`config.mk`:
```
export PLATFORM = sky130hd
export DESIGN_NAME = alu_control_flat
export DESIGN_NICKNAME = d
export VERILOG_FILES = /design/src/rtl/alu_control_pkg.sv /design/src/rtl/alu_control_if.sv /design/src/rtl/alu_control_mul_cycle_counter.sv /design/src/rtl/alu_control.sv /design/src/flat_wrapper.sv
export SDC_FILE = /design/constraint.sdc
export NUM_CORES = 1
export LEC_CHECK = 0
export ABC_AREA = 1
export BUFFER_PORTS_ARGS = -buffer_cell sky130_fd_sc_hd__buf_2
export CAP_MARGIN = 10
export CORE_ASPECT_RATIO = 0.6
export CORE_MARGIN = 5
export CORE_UTILIZATION = 45
export CTS_CLUSTER_SIZE = 16
export DETAILED_ROUTE_END_ITERATION = 16
export GPL_TIMING_DRIVEN = 0
export PLACE_DENSITY = 0.68
export SYNTH_ARGS = -nofsm -noshare
export SYNTH_HDL_FRONTEND = slang
export SYNTH_SLANG_ARGS = --single-unit
```
`constraint.sdc`:
```
create_clock -name clk -period 3.41 [get_ports clk]
set_clock_uncertainty 0.2 [all_clocks]
set_input_delay 0.1705 -clock clk [delete_from_list [all_inputs] [get_ports clk]]
set_output_delay 0.1705 -clock clk [all_outputs]
set_load 0.01 [all_outputs]
```
`src/rtl/alu_control_pkg.sv`:
```
// alu_control_pkg: funct codes, result-mux selects, FSM states and the funct decoder
package alu_control_pkg;
  localparam logic [5:0] ADD   = 6'b100000;
  localparam logic [5:0] SUB   = 6'b100010;
  localparam logic [5:0] AND   = 6'b100100;
  localparam logic [5:0] OR    = 6'b100101;
  localparam logic [5:0] SLT   = 6'b101010;
  localparam logic [5:0] SRL   = 6'b000010;
  localparam logic [5:0] MULTU = 6'b011001;
  localparam logic [5:0] MFHI  = 6'b010000;
  localparam logic [5:0] MFLO  = 6'b010010;
  localparam logic [5:0] NOP   = 6'b000000;
  localparam logic [1:0] SEL_ALU  = 2'b00;
  localparam logic [1:0] SEL_SHT  = 2'b01;
  localparam logic [1:0] SEL_HILO = 2'b10;
  localparam logic [1:0] SEL_NONE = 2'b11;
  localparam logic [1:0] S_IDLE = 2'd0;
  localparam logic [1:0] S_RUN  = 2'd1;
  localparam logic [1:0] S_DONE = 2'd2;
  typedef struct packed {
    logic [5:0] sig;
    logic [1:0] sel;
    logic       ill;
  } dec_t;
  function automatic dec_t decode(input logic [5:0] f);
    case (f)
      ADD, SUB, AND, OR, SLT: decode = '{f, SEL_ALU, 1'b0};
      SRL:                    decode = '{SRL, SEL_SHT, 1'b0};
      MFHI, MFLO:             decode = '{f, SEL_HILO, 1'b0};
      MULTU:                  decode = '{MULTU, SEL_NONE, 1'b0};
      NOP:                    decode = '{NOP, SEL_NONE, 1'b0};
      default:                decode = '{NOP, SEL_NONE, 1'b1};
    endcase
  endfunction
endpackage

```
`src/rtl/alu_control_if.sv`:
```
// alu_control_if: funct handshake in, decoded control bus out
interface alu_control_if;
  logic [5:0] funct;
  logic       funct_valid;
  logic       funct_ready;
  logic [5:0] Signal;
  logic [1:0] out_sel;
  logic       hilo_sel;
  logic       mul_start;
  logic       mul_busy;
  logic       mul_done;
  logic       illegal;
  modport master (output funct, funct_valid,
                  input  funct_ready, Signal, out_sel, hilo_sel, mul_start, mul_busy, mul_done, illegal);
  modport slave  (input  funct, funct_valid,
                  output funct_ready, Signal, out_sel, hilo_sel, mul_start, mul_busy, mul_done, illegal);
endinterface

```
`src/rtl/alu_control_mul_cycle_counter.sv`:
```
// mul_cycle_counter: loadable down-counter that stops at zero
module mul_cycle_counter #(
  parameter int CNT_W = 6
) (
  input  logic             clk,
  input  logic             reset,
  input  logic             i_load,
  input  logic [CNT_W-1:0] i_load_val,
  input  logic             i_dec,
  output logic             o_zero
);
  logic [CNT_W-1:0] r_cnt;
  always_ff @(posedge clk or negedge reset)
    if (!reset) r_cnt <= '0;
    else if (i_load) r_cnt <= i_load_val;
    else if (i_dec && r_cnt != '0) r_cnt <= r_cnt - 1'b1;
  assign o_zero = r_cnt == '0;
endmodule

```
`src/rtl/alu_control.sv`:
```
// alu_control: registered funct decode with MULTU sequencing that stalls the handshake
module alu_control
  import alu_control_pkg::*;
#(
  parameter int MUL_CYCLES = 32,
  parameter int CNT_W      = 6
) (
  input logic         clk,
  input logic         reset,
  alu_control_if.slave bus
);
  logic [1:0] r_state;
  logic [5:0] r_signal;
  logic [1:0] r_out_sel;
  logic       r_hilo_sel;
  logic       r_mul_start;
  logic       r_illegal;
  logic       w_accept;
  logic       w_mul;
  logic       w_zero;
  dec_t       w_dec;
  assign w_accept = bus.funct_valid && bus.funct_ready;
  assign w_dec    = decode(bus.funct);
  assign w_mul    = w_accept && bus.funct == MULTU;
  mul_cycle_counter #(.CNT_W(CNT_W)) u_cnt (
    .clk        (clk),
    .reset      (reset),
    .i_load     (w_mul),
    .i_load_val (CNT_W'(MUL_CYCLES - 1)),
    .i_dec      (r_state == S_RUN),
    .o_zero     (w_zero)
  );
  // MUL_DONE falls through to IDLE unless a new MULTU is taken in the same cycle
  always_ff @(posedge clk or negedge reset)
    if (!reset) begin
      r_state     <= S_IDLE;
      r_signal    <= NOP;
      r_out_sel   <= SEL_NONE;
      r_hilo_sel  <= 1'b0;
      r_mul_start <= 1'b0;
      r_illegal   <= 1'b0;
    end else begin
      r_mul_start <= w_mul;
      r_illegal   <= w_accept && w_dec.ill;
      if (w_accept) begin
        r_signal   <= w_dec.sig;
        r_out_sel  <= w_dec.sel;
        r_hilo_sel <= bus.funct == MFHI;
      end
      r_state <= w_mul ? S_RUN : r_state == S_RUN ? (w_zero ? S_DONE : S_RUN) : S_IDLE;
    end
  assign bus.funct_ready = r_state != S_RUN;
  assign bus.mul_busy    = r_state == S_RUN;
  assign bus.mul_done    = r_state == S_DONE;
  assign bus.Signal      = r_signal;
  assign bus.out_sel     = r_out_sel;
  assign bus.hilo_sel    = r_hilo_sel;
  assign bus.mul_start   = r_mul_start;
  assign bus.illegal     = r_illegal;
endmodule

```
`src/flat_wrapper.sv`:
```
// flat-port wrapper written by rule: the top's interface ports become plain ports
module alu_control_flat import alu_control_pkg::*;
#(
  parameter int MUL_CYCLES = 32,
  parameter int CNT_W      = 6
)
  (clk, reset, bus_funct, bus_funct_valid, bus_funct_ready, bus_Signal, bus_out_sel, bus_hilo_sel, bus_mul_start, bus_mul_busy, bus_mul_done, bus_illegal);
  alu_control_if bus_i ();
  input logic clk;
  input logic reset;
  input wire logic [$bits(bus_i.funct)-1:0] bus_funct;
  input wire logic [$bits(bus_i.funct_valid)-1:0] bus_funct_valid;
  output wire logic [$bits(bus_i.funct_ready)-1:0] bus_funct_ready;
  output wire logic [$bits(bus_i.Signal)-1:0] bus_Signal;
  output wire logic [$bits(bus_i.out_sel)-1:0] bus_out_sel;
  output wire logic [$bits(bus_i.hilo_sel)-1:0] bus_hilo_sel;
  output wire logic [$bits(bus_i.mul_start)-1:0] bus_mul_start;
  output wire logic [$bits(bus_i.mul_busy)-1:0] bus_mul_busy;
  output wire logic [$bits(bus_i.mul_done)-1:0] bus_mul_done;
  output wire logic [$bits(bus_i.illegal)-1:0] bus_illegal;
  assign bus_i.funct = bus_funct;
  assign bus_i.funct_valid = bus_funct_valid;
  assign bus_funct_ready = bus_i.funct_ready;
  assign bus_Signal = bus_i.Signal;
  assign bus_out_sel = bus_i.out_sel;
  assign bus_hilo_sel = bus_i.hilo_sel;
  assign bus_mul_start = bus_i.mul_start;
  assign bus_mul_busy = bus_i.mul_busy;
  assign bus_mul_done = bus_i.mul_done;
  assign bus_illegal = bus_i.illegal;
  alu_control #(.MUL_CYCLES(MUL_CYCLES), .CNT_W(CNT_W)) u_core (.clk(clk), .reset(reset), .bus(bus_i));
endmodule
```
==> results of run 1 <==
[final timing paths]
kind                                                        start                                 to  slack, ns  depth (start not counted)
worst max register to register  u_core.u_cnt.r_cnt[0]$_DFFE_PN0P_  u_core.u_cnt.r_cnt[3]$_DFFE_PN0P_       1.71                          9
worst max-delay path            u_core.u_cnt.r_cnt[0]$_DFFE_PN0P_  u_core.u_cnt.r_cnt[3]$_DFFE_PN0P_       1.71                          9
worst min-delay path                                 bus_funct[1]   u_core.bus.Signal[1]$_DFFE_PN0P_      0.006                          3
max in group asynchronous                                   reset  u_core.bus.out_sel[0]$_DFFE_PN1P_       2.51                          2
worst min register to register  u_core.bus.out_sel[1]$_DFFE_PN1P_  u_core.bus.out_sel[1]$_DFFE_PN1P_       0.27                          2
min in group asynchronous                                   reset  u_core.u_cnt.r_cnt[5]$_DFFE_PN0P_       0.18                          2
[metal layers]
| layer | share of wire | up-vias | track usage | wire length, um |
|---|---|---|---|---|
| li1 | - | 450 | - | - |
| met1 | 0.51 | 390 | 0.187 | 1070 |
| met2 | 0.41 | 24 | 0.238 | 851 |
| met3 | 0.075 | 5 | 0.0610 | 157 |
| met4 | 0.0086 | 0 | 0.0337 | 18 |
| met5 | 0 | - | 0 | 0 |
[state kept, by name (all words and copies together), names as in the netlist]
signal                flops
u_core.bus.Signal         6
u_core.bus.hilo_sel       1
u_core.bus.illegal        1
u_core.bus.mul_start      1
u_core.bus.out_sel        2
u_core.r_state            2
u_core.u_cnt.r_cnt        6
[final cells by class]
| cell class | instances | area (um^2) |
|---|---|---|
| buffer | 1 | 7.51 |
| fill | 206 | 940 |
| sequential | 19 | 478 |
| inverter | 21 | 86.3 |
| multi-input combinational | 87 | 433 |
| timing repair buffer | 23 | 120 |
| clock buffer | 4 | 45.0 |
| tap | 30 | 37.5 |
[report_power, final]
group | switching (uW) | internal (uW) | leakage (uW) | total, uW
Sequential | 41.6 | 306 | 0.000244 | 347
Combinational | 236 | 139 | 0.000431 | 375
Clock | 70.1 | 83.1 | 0.0000228 | 153
[cells in the final DEF (no fill, tap or decap), drive strengths merged]
| master | netlist | routed |
|---|---|---|
| clkbuf | 0 | 4 |
| dfrtp | 17 | 17 |
| nand3 | 16 | 16 |
| dfstp | 2 | 2 |
| nand2 | 44 | 44 |
| ha | 1 | 1 |
| buf | 1 | 23 |
| nor2 | 18 | 18 |
| dlygate4sd3 | 0 | 1 |
| a21oi | 1 | 1 |
| o21ai | 4 | 4 |
| inv | 21 | 21 |
| nor3 | 1 | 1 |
| o211ai | 1 | 1 |
| xnor2 | 1 | 1 |
[logic make-up (layout without fill, tap and decap cells)]
| family | after synthesis | count (layout) | synth area share |
|---|---|---|---|
| simple gates | 79 | 79 | 0.370 |
| buf+inv | 22 | 49 | 0.0934 |
| flops | 19 | 19 | 0.476 |
| compound gates | 6 | 6 | 0.0399 |
| fa+ha+maj | 1 | 1 | 0.0125 |
| xor+xnor | 1 | 1 | 0.00872 |
[critical path, cell delays in order (launching register included)]
cell	delay, ns
dfrtp_1	0.37
inv_1	0.09
ha_1	0.18
inv_1	0.06
nor3_2	0.18
nand2_1	0.15
nand2_4	0.14
inv_4	0.06
a21oi_2	0.11
nand2_1	0.05
[through the flow]
stage                     total power, uW  cells  cell area [um^2]  utilization
after CTS                             887    185              1210        0.562
after floorplan                       622    128              1000            -
after detailed placement              730    180              1150        0.537
after global routing                  956    185              1210        0.562
final                                 875    185              1210        0.562
after global placement                716    180              1150        0.537
==> metrics.yaml, run 1 <==
status: "complete, no violations"
ys_ff_latch: 19
synth_ff_type: "dfrtp_1"
critPathMaxFanout: 7
setup_ws_ns: 1.71
wl_per_cell_um: 11.3
core.rowCount: 13
syn_area_um2: 1000
htree_levels: 1
cts_setup_buffers: 0
crit_type: "reg -> reg"
yosys-top-cells-area: "dfrtp_1 (42%), nand2_1 (15%), nand3_1 (7.5%)"
grtUsageTotal: 0.147
diodes: 0
synth_edf_count: 0
clock_latency_ns: 0.26
clkTransAtPathRegs_ns: 0.06
globalplace.congestion: 0.811
hold_path.class: "in -> reg"
finalHoldViolCount: 0
initial_core_util: 0.468
avgViaCountPerCell: 4.70
relSlewSlack: 0.720
nets: 166
maxCapViolations: 0
syn_nets: 138
netlist.area_leader.share: 0.423
total_leakage_power_uw: 0.000698
numCtsBuffers: 3
drive_gt1_frac: 0.265
synth.most_common_cell: "nand2_1"
async_flop_share: 1.00
routed_wl_um: 2090
syn_avg_cell_area_um2: 7.85
yosys.cell_types.count: 20
cp-start-kind: "flop"
hpwl_um: 1660
rsz0062_at_grt: "false"
worstPathArrival_ns: 1.65
drt-initial-drc-count: 14
ioPinCount: 23
grt_pass1_vias: 805
synthesis.instances: 128
synth_area_leader_cell: "dfrtp_1"
setup_viol: 0
cts_tree: "yes"
cts_hold_buf: 1
vias: 869
finalSetupTns_ns: 0
core_area_um2: 2150
drc_errors: 0
die_w_um: 71
antenna_left: 0
antenna_found_initial: 0
ys_seq_area_frac: 0.476
end_kind: "flop"
cts_sinks: 19
synth_common_cells: "nand2_1 (41), inv_1 (18), dfrtp_1 (17)"
grt_start_max_net_pins: 20
cts_resized: 0
powerDensity_nw_per_um2: 725
dp_slack_ns: 1.70
fin_crit_sh: 0.499
worst_pin_slew_ns: 0.419
die_h_um: 46.6
drv_slew: 0
clock_path_buffers: 2
io_buffers: 22
max_clock_freq_mhz: 588
irDropWorstVdd_mv: 0.321
area_growth_pct: 20.2
grt_remaining_overflow: 0
ys_warn_count: 0
die-area_um2: 3310
root_buffer: "clkbuf_8"
grt_pass1_wl_um: 3640
fin_hold_ws_ns: 0.00576
first_pass_iters: 4
min_period_ns: 1.70
crit_required_ns: 3.36
Power figures use the tool's default switching activity.
==> run 2: changes to the inputs <==
==> constraint.sdc (replaced) <==
create_clock -name clk -period 1.7 [get_ports clk]
set_clock_uncertainty 0.2 [all_clocks]
set_input_delay 0.085 -clock clk [delete_from_list [all_inputs] [get_ports clk]]
set_output_delay 0.085 -clock clk [all_outputs]
set_load 0.01 [all_outputs]
==> run 2 against run 1 <==
  * Sequential share of layout area shrank 3.4 points
  * Critical path depth grew 1
  * Setup slack lost 1.6 ns
  * Utilization grew 5.3 points
  * Wire length grew 14%
  * First-iteration DRC count grew to 2.7 times the previous value
  * Final cell count grew 4.9%
==> metrics.yaml, run 2 (synthesis gave the netlist of run 1 again) <==
initial_core_util: 0.468  # unchanged
antenna_found_initial: 0  # unchanged
ioPinCount: 23  # unchanged
hpwl_um: 1660  # unchanged
cp-start-kind: "input pin"
drt-initial-drc-count: 38  # +24
wl_per_cell_um: 12.2  # +8.3%
most-common-layout-cells: "nand2_1 (40), buf_2 (22), dfrtp_1 (17)"
area_growth_pct: 31.5
final_cells: 194  # +4.9%
max_clock_freq_mhz: 614
end_kind: "flop"
first_pass_iters: 4  # unchanged
layout_commonest_cell: "nand2_1"
cts_tree: "yes"
total_leakage_power_uw: 0.000743  # +6.5%
clock_latency_ns: 0.26  # about the same
die-area_um2: 3310  # unchanged
powerDensity_nw_per_um2: 1480  # +100%
avgViaCountPerCell: 4.83  # +2.8%
status: "complete, no violations"
vias: 937  # +7.8%
io_buffers: 22  # unchanged
core_area_um2: 2150  # unchanged
grt_remaining_overflow: 0  # unchanged
design_area_um2: 1320  # +9.4%
dpl.cell_count: 180  # unchanged
cts_sinks: 19  # unchanged
maxCapViolations: 0  # unchanged
die_w_um: 71  # unchanged
drc_errors: 0  # unchanged
grt_pass1_wl_um: 3860  # +6.1%
slowest_stage: "dlygate4sd3_1"
dpl-instance-area_um2: 1150  # unchanged
setup_viol: 0  # unchanged
drv_slew: 0  # unchanged
nets: 175  # +5.4%
core.rowCount: 13  # unchanged
root_buffer: "clkbuf_8"
finalHoldViolCount: 0  # unchanged
fin_crit_sh: 0.957
min_path_cells: 6  # +3
grt_pass1_vias: 847  # +5.2%
globalplace.congestion: 0.811  # unchanged
diodes: 0  # unchanged
numCtsBuffers: 3  # unchanged
crit_required_ns: 1.69  # -1.67 ns
grtUsageTotal: 0.156  # +0.00913
worst_pin_slew_ns: 0.423  # +0.00392 ns
irDropWorstVdd_mv: 0.700  # +120%
hold_path.class: "in -> reg"
htree_levels: 1  # unchanged
path_cells: "dlygate4sd3_1 -> buf_2 -> nor2_1 -> nand2_1 -> nor2_1 -> nor2_2 -> nand2_2 -> nand2_1 -> nand2_1 -> nand2_1"
finalSetupTns_ns: 0  # unchanged
die_h_um: 46.6  # unchanged
clkTransAtPathRegs_ns: 0.07  # about the same
clock_path_buffers: 2  # unchanged
antenna_left: 0  # unchanged
min_period_ns: 1.63
reg2reg_depth: 9  # unchanged
crit_type: "in -> reg"
worstPathArrival_ns: 1.62  # -0.03 ns
rsz0062_at_grt: "true"
grt_start_max_net_pins: 20  # unchanged
critPathMaxFanout: 4  # -3
relSlewSlack: 0.718  # -0.00261
cp_common_cell: "nand2_1"
routed_wl_um: 2380  # +14%
max_stage_delay_ns: 0.55  # +0.18 ns
drive_gt1_frac: 0.317  # +0.0526
run 2: timing repair:
item	4_1_cts	5_1_grt
setup endpoints to repair	3	6
buffers inserted	0	5
hold endpoints to repair	24	0
hold buffers	5	0
resized for setup	1	7
pin swaps	1	4
run 2: routing by layer:
metal,wire length (um),track usage
met5,0,0
met1,1090,0.192
met2,1020,0.260
met3,210,0.0610
met4,49,0.0449
run 2: through the flow:
stage / hold WS, ns / total power [uW] / utilization / worst slack, ns
floorplan: -0.411 / 1250 / - / 0.166
global placement: -0.156 / 1440 / 0.537 / 0.0573
finish: 0.0544 / 1960 / 0.615 / 0.0723
CTS: 0.0318 / 1800 / 0.584 / 0.0245
global route: 0.0865 / 2130 / 0.615 / -0.0531
detailed placement: -0.152 / 1460 / 0.537 / -0.0129
run 2: worst max-delay path: cells and delay by family:
family                 cells  cell delay (ns)
AND/OR/NAND/NOR            8             0.83
buffers and inverters      2             0.70
run 2: area by class of cell:
cell class              count  area (um^2)
plain buffers               1         7.51
clock buffers               4         45.0
fillers                   195          826
inverters                  21         86.3
multi-input cells          87          457
flip-flops and latches     19          478
well taps                  30         37.5
repair buffers             32          210
run 2: where the power goes:
part | switching (uW) | total [uW] | internal (uW)
Combinational | 529 | 940 | 411
Sequential | 98.6 | 712 | 613
Clock | 143 | 310 | 167
run 2: worst paths after layout:
check	start	slack (ns)	endpoint
max in group asynchronous	reset	0.88	u_core.bus.out_sel[0]$_DFFE_PN1P_
min in group asynchronous	reset	0.09	u_core.u_cnt.r_cnt[5]$_DFFE_PN0P_
worst max register to register	u_core.u_cnt.r_cnt[1]$_DFFE_PN0P_	0.08	u_core.u_cnt.r_cnt[2]$_DFFE_PN0P_
worst min register to register	u_core.bus.out_sel[1]$_DFFE_PN1P_	0.27	u_core.bus.out_sel[1]$_DFFE_PN1P_
worst max-delay path	bus_funct[0]	0.07	u_core.bus.out_sel[1]$_DFFE_PN1P_
worst min-delay path	bus_funct[4]	0.05	u_core.bus.Signal[5]$_DFFE_PN0P_
==> run 3: changes to the inputs <==
--- a/config.mk
+++ b/config.mk
@@ -8,13 +8,12 @@
 export ABC_AREA = 1
 export BUFFER_PORTS_ARGS = -buffer_cell sky130_fd_sc_hd__buf_2
 export CAP_MARGIN = 10
-export CORE_ASPECT_RATIO = 0.6
 export CORE_MARGIN = 5
-export CORE_UTILIZATION = 45
+export CORE_UTILIZATION = 50
 export CTS_CLUSTER_SIZE = 16
 export DETAILED_ROUTE_END_ITERATION = 16
 export GPL_TIMING_DRIVEN = 0
-export PLACE_DENSITY = 0.68
+export PLACE_DENSITY = 0.75
 export SYNTH_ARGS = -nofsm -noshare
 export SYNTH_HDL_FRONTEND = slang
 export SYNTH_SLANG_ARGS = --single-unit
==> run 3 against run 2 <==
  * First-iteration DRC count shrank 39%
  * Combinational power decreased by 13%
  * Largest cell class unchanged
  * Fmax up 0.47%
  * Final cell count is 3.1% lower
  * Count of clock-buffer cells in the layout stayed put
  * Critical endpoint is now u_core.u_cnt.r_cnt[3]$_DFFE_PN0P_
  * Largest power group unchanged
  * Non-clock buffer count decreased by 3
  * Sequential power is essentially flat
==> metrics.yaml, run 3 (synthesis gave the netlist of run 1 again) <==
grt_pass1_vias: 849  # +0.24%
r2r_end: "u_core.u_cnt.r_cnt[3]$_DFFE_PN0P_"
use_met3: 0.0245  # -0.0365
worstPathArrival_ns: 1.62  # about the same
drc_errors: 0  # unchanged
hpwl_um: 1450  # -13%
switchingPower_uw: 735  # -4.6%
cts_tree: "yes"
max_clock_freq_mhz: 617  # +0.47%
min_path_cells: 5  # -1
io_buffers: 22  # unchanged
root_buffer: "clkbuf_4"
clockPowerShare: 0.133  # -0.025
grt_pass1_wl_um: 3420  # -12%
r2r_start: "u_core.u_cnt.r_cnt[0]$_DFFE_PN0P_"
htree_levels: 1  # unchanged
relSlewSlack: 0.732  # +0.0138
crit_type: "reg -> reg"
maxCapViolations: 0  # unchanged
clock_path_buffers: 2  # unchanged
ioPinCount: 23  # unchanged
antenna_left: 0  # unchanged
holdPathEnd: "u_core.bus.out_sel[1]$_DFFE_PN1P_"
cts_sinks: 19  # unchanged
end_kind: "flop"
drv_slew: 0  # unchanged
die_w_um: 54.8  # -23%
reg2reg_depth: 9  # unchanged
setup_ws_ns: 0.0798  # +0.00755 ns
r2r_slack_ns: 0.08  # about the same
fin_crit_sh: 0.953  # -0.00444
avgViaCountPerCell: 4.99  # +3.3%
p_comb_frac: 0.464  # -0.015
cp-start-kind: "flop"
power.internal_uw: 1030  # -13%
layout_commonest_cell: "nand2_1"
irDropWorstVdd_mv: 0.796  # +14%
die-area_um2: 3010  # -9.2%
critPathMaxFanout: 7  # +3
core.rowCount: 16  # +3
grt_start_max_net_pins: 20  # unchanged
diodes: 0  # unchanged
first_pass_iters: 4  # unchanged
grtUsageTotal: 0.159  # +0.00333
finalHoldViolCount: 0  # unchanged
worst_pin_slew_ns: 0.402  # -0.0207 ns
p_seq_frac: 0.404  # +0.041
die_h_um: 54.8  # +18%
holdCritStartpoint: "bus_funct_valid"
total_leakage_power_uw: 0.000716  # -3.8%
min_period_ns: 1.62  # -0.00755 ns
initial_core_util: 0.517  # +0.0494
grt_use_met1: 0.183  # -0.00941
nets: 172  # -1.7%
globalplace.congestion: 0.806  # -0.60%
grt-busiest-layer: "met2"
most-common-layout-cells: "nand2_1 (40), buf_2 (22), dfrtp_1 (17)"
p_sw_frac: 0.417  # +0.0235
powerDensity_nw_per_um2: 1400  # -5.9%
wl_per_cell_um: 11.0  # -9.8%
antenna_found_initial: 0  # unchanged
rsz0062_at_grt: "false"
numCtsBuffers: 3  # unchanged
drt-initial-drc-count: 23  # -39%
dp_slack_ns: 0.0256  # +0.0385 ns
crit_required_ns: 1.70  # about the same
hold_path.class: "in -> reg"
setup_viol: 0  # unchanged
clock_latency_ns: 0.30  # +0.04 ns
clkTransAtPathRegs_ns: 0.11  # +0.04 ns
status: "complete, no violations"
core_area_um2: 1940  # -9.6%
area_growth_pct: 25.8
drive_gt1_frac: 0.292  # -0.0251
vias: 938  # +0.11%
grt_remaining_overflow: 0  # unchanged
finalSetupTns_ns: 0  # unchanged
grt_util_met2: 0.274  # +0.0140
routed_wl_um: 2080  # -13%
run 3: cell types whose count changed in the layout (fill, tap and decap cells not counted), sizes merged:
cell,delta
buf,-4
dlygate4sd3,+1
run 3: metal layers:
layer | wire [um] | vias up
li1 | - | 459
met1 | 907 | 425
met2 | 932 | 39
met3 | 124 | 15
met4 | 112 | 0
met5 | 0 | -
run 3: layout make-up:
cell class	instances	area, um^2
timing repair buffer	29	178
inverter	21	86.3
sequential	19	478
fill	162	678
tap	27	33.8
multi-input combinational	87	454
clock buffer	4	26.3
buffer	1	7.51
run 3: stage by stage:
step	hold slack (ns)	total power, uW	cells	instance area (um^2)	util
2_1_floorplan	-0.411	1250	128	1000	-
3_3_place_gp	-0.158	1420	177	1150	0.591
3_5_place_dp	-0.154	1450	177	1150	0.591
4_1_cts	0.00311	1700	187	1230	0.636
5_1_grt	0.0221	1900	188	1260	0.651
6_report	0.00706	1770	188	1260	0.651
run 3: critical path, cell delays in order, from the launching register on:
cell and delay, ns:
dfrtp_1 0.41, inv_2 0.09, ha_4 0.13, inv_2 0.04, nor3_4 0.21, nand2_2 0.10
nand2_4 0.11, inv_4 0.06, a21oi_2 0.10, nand2_1 0.05
run 3: worst max path at each step:
stage / end / slack (ns) / cells after the start / from
floorplan: u_core.u_cnt.r_cnt[3]$_DFFE_PN0P_ / 0.17 / 9 / u_core.u_cnt.r_cnt[0]$_DFFE_PN0P_
global placement: u_core.u_cnt.r_cnt[3]$_DFFE_PN0P_ / 0.07 / 9 / u_core.u_cnt.r_cnt[0]$_DFFE_PN0P_
global route: u_core.u_cnt.r_cnt[2]$_DFFE_PN0P_ / 0.005 / 9 / u_core.u_cnt.r_cnt[0]$_DFFE_PN0P_
finish: u_core.u_cnt.r_cnt[3]$_DFFE_PN0P_ / 0.08 / 9 / u_core.u_cnt.r_cnt[0]$_DFFE_PN0P_
CTS: u_core.u_cnt.r_cnt[3]$_DFFE_PN0P_ / 0.01 / 9 / u_core.u_cnt.r_cnt[0]$_DFFE_PN0P_
detailed placement: u_core.u_cnt.r_cnt[3]$_DFFE_PN0P_ / 0.03 / 9 / u_core.u_cnt.r_cnt[0]$_DFFE_PN0P_
run 3: repair_timing:
action / in CTS / in global routing
endpoints found under the hold margin: 26 / 0
gates resized for setup: 0 / 7
hold buffers: 6 / 0
endpoints found under the setup margin: 0 / 6
buffers inserted: 0 / 1
run 3: power by group through the flow:
stage	registers (uW)	logic, uW	clock network, uW
floorplan	727	521	0
global placement	700	723	0
detailed placement	706	744	0
CTS	699	756	241
global route	731	917	253
finish	713	818	234
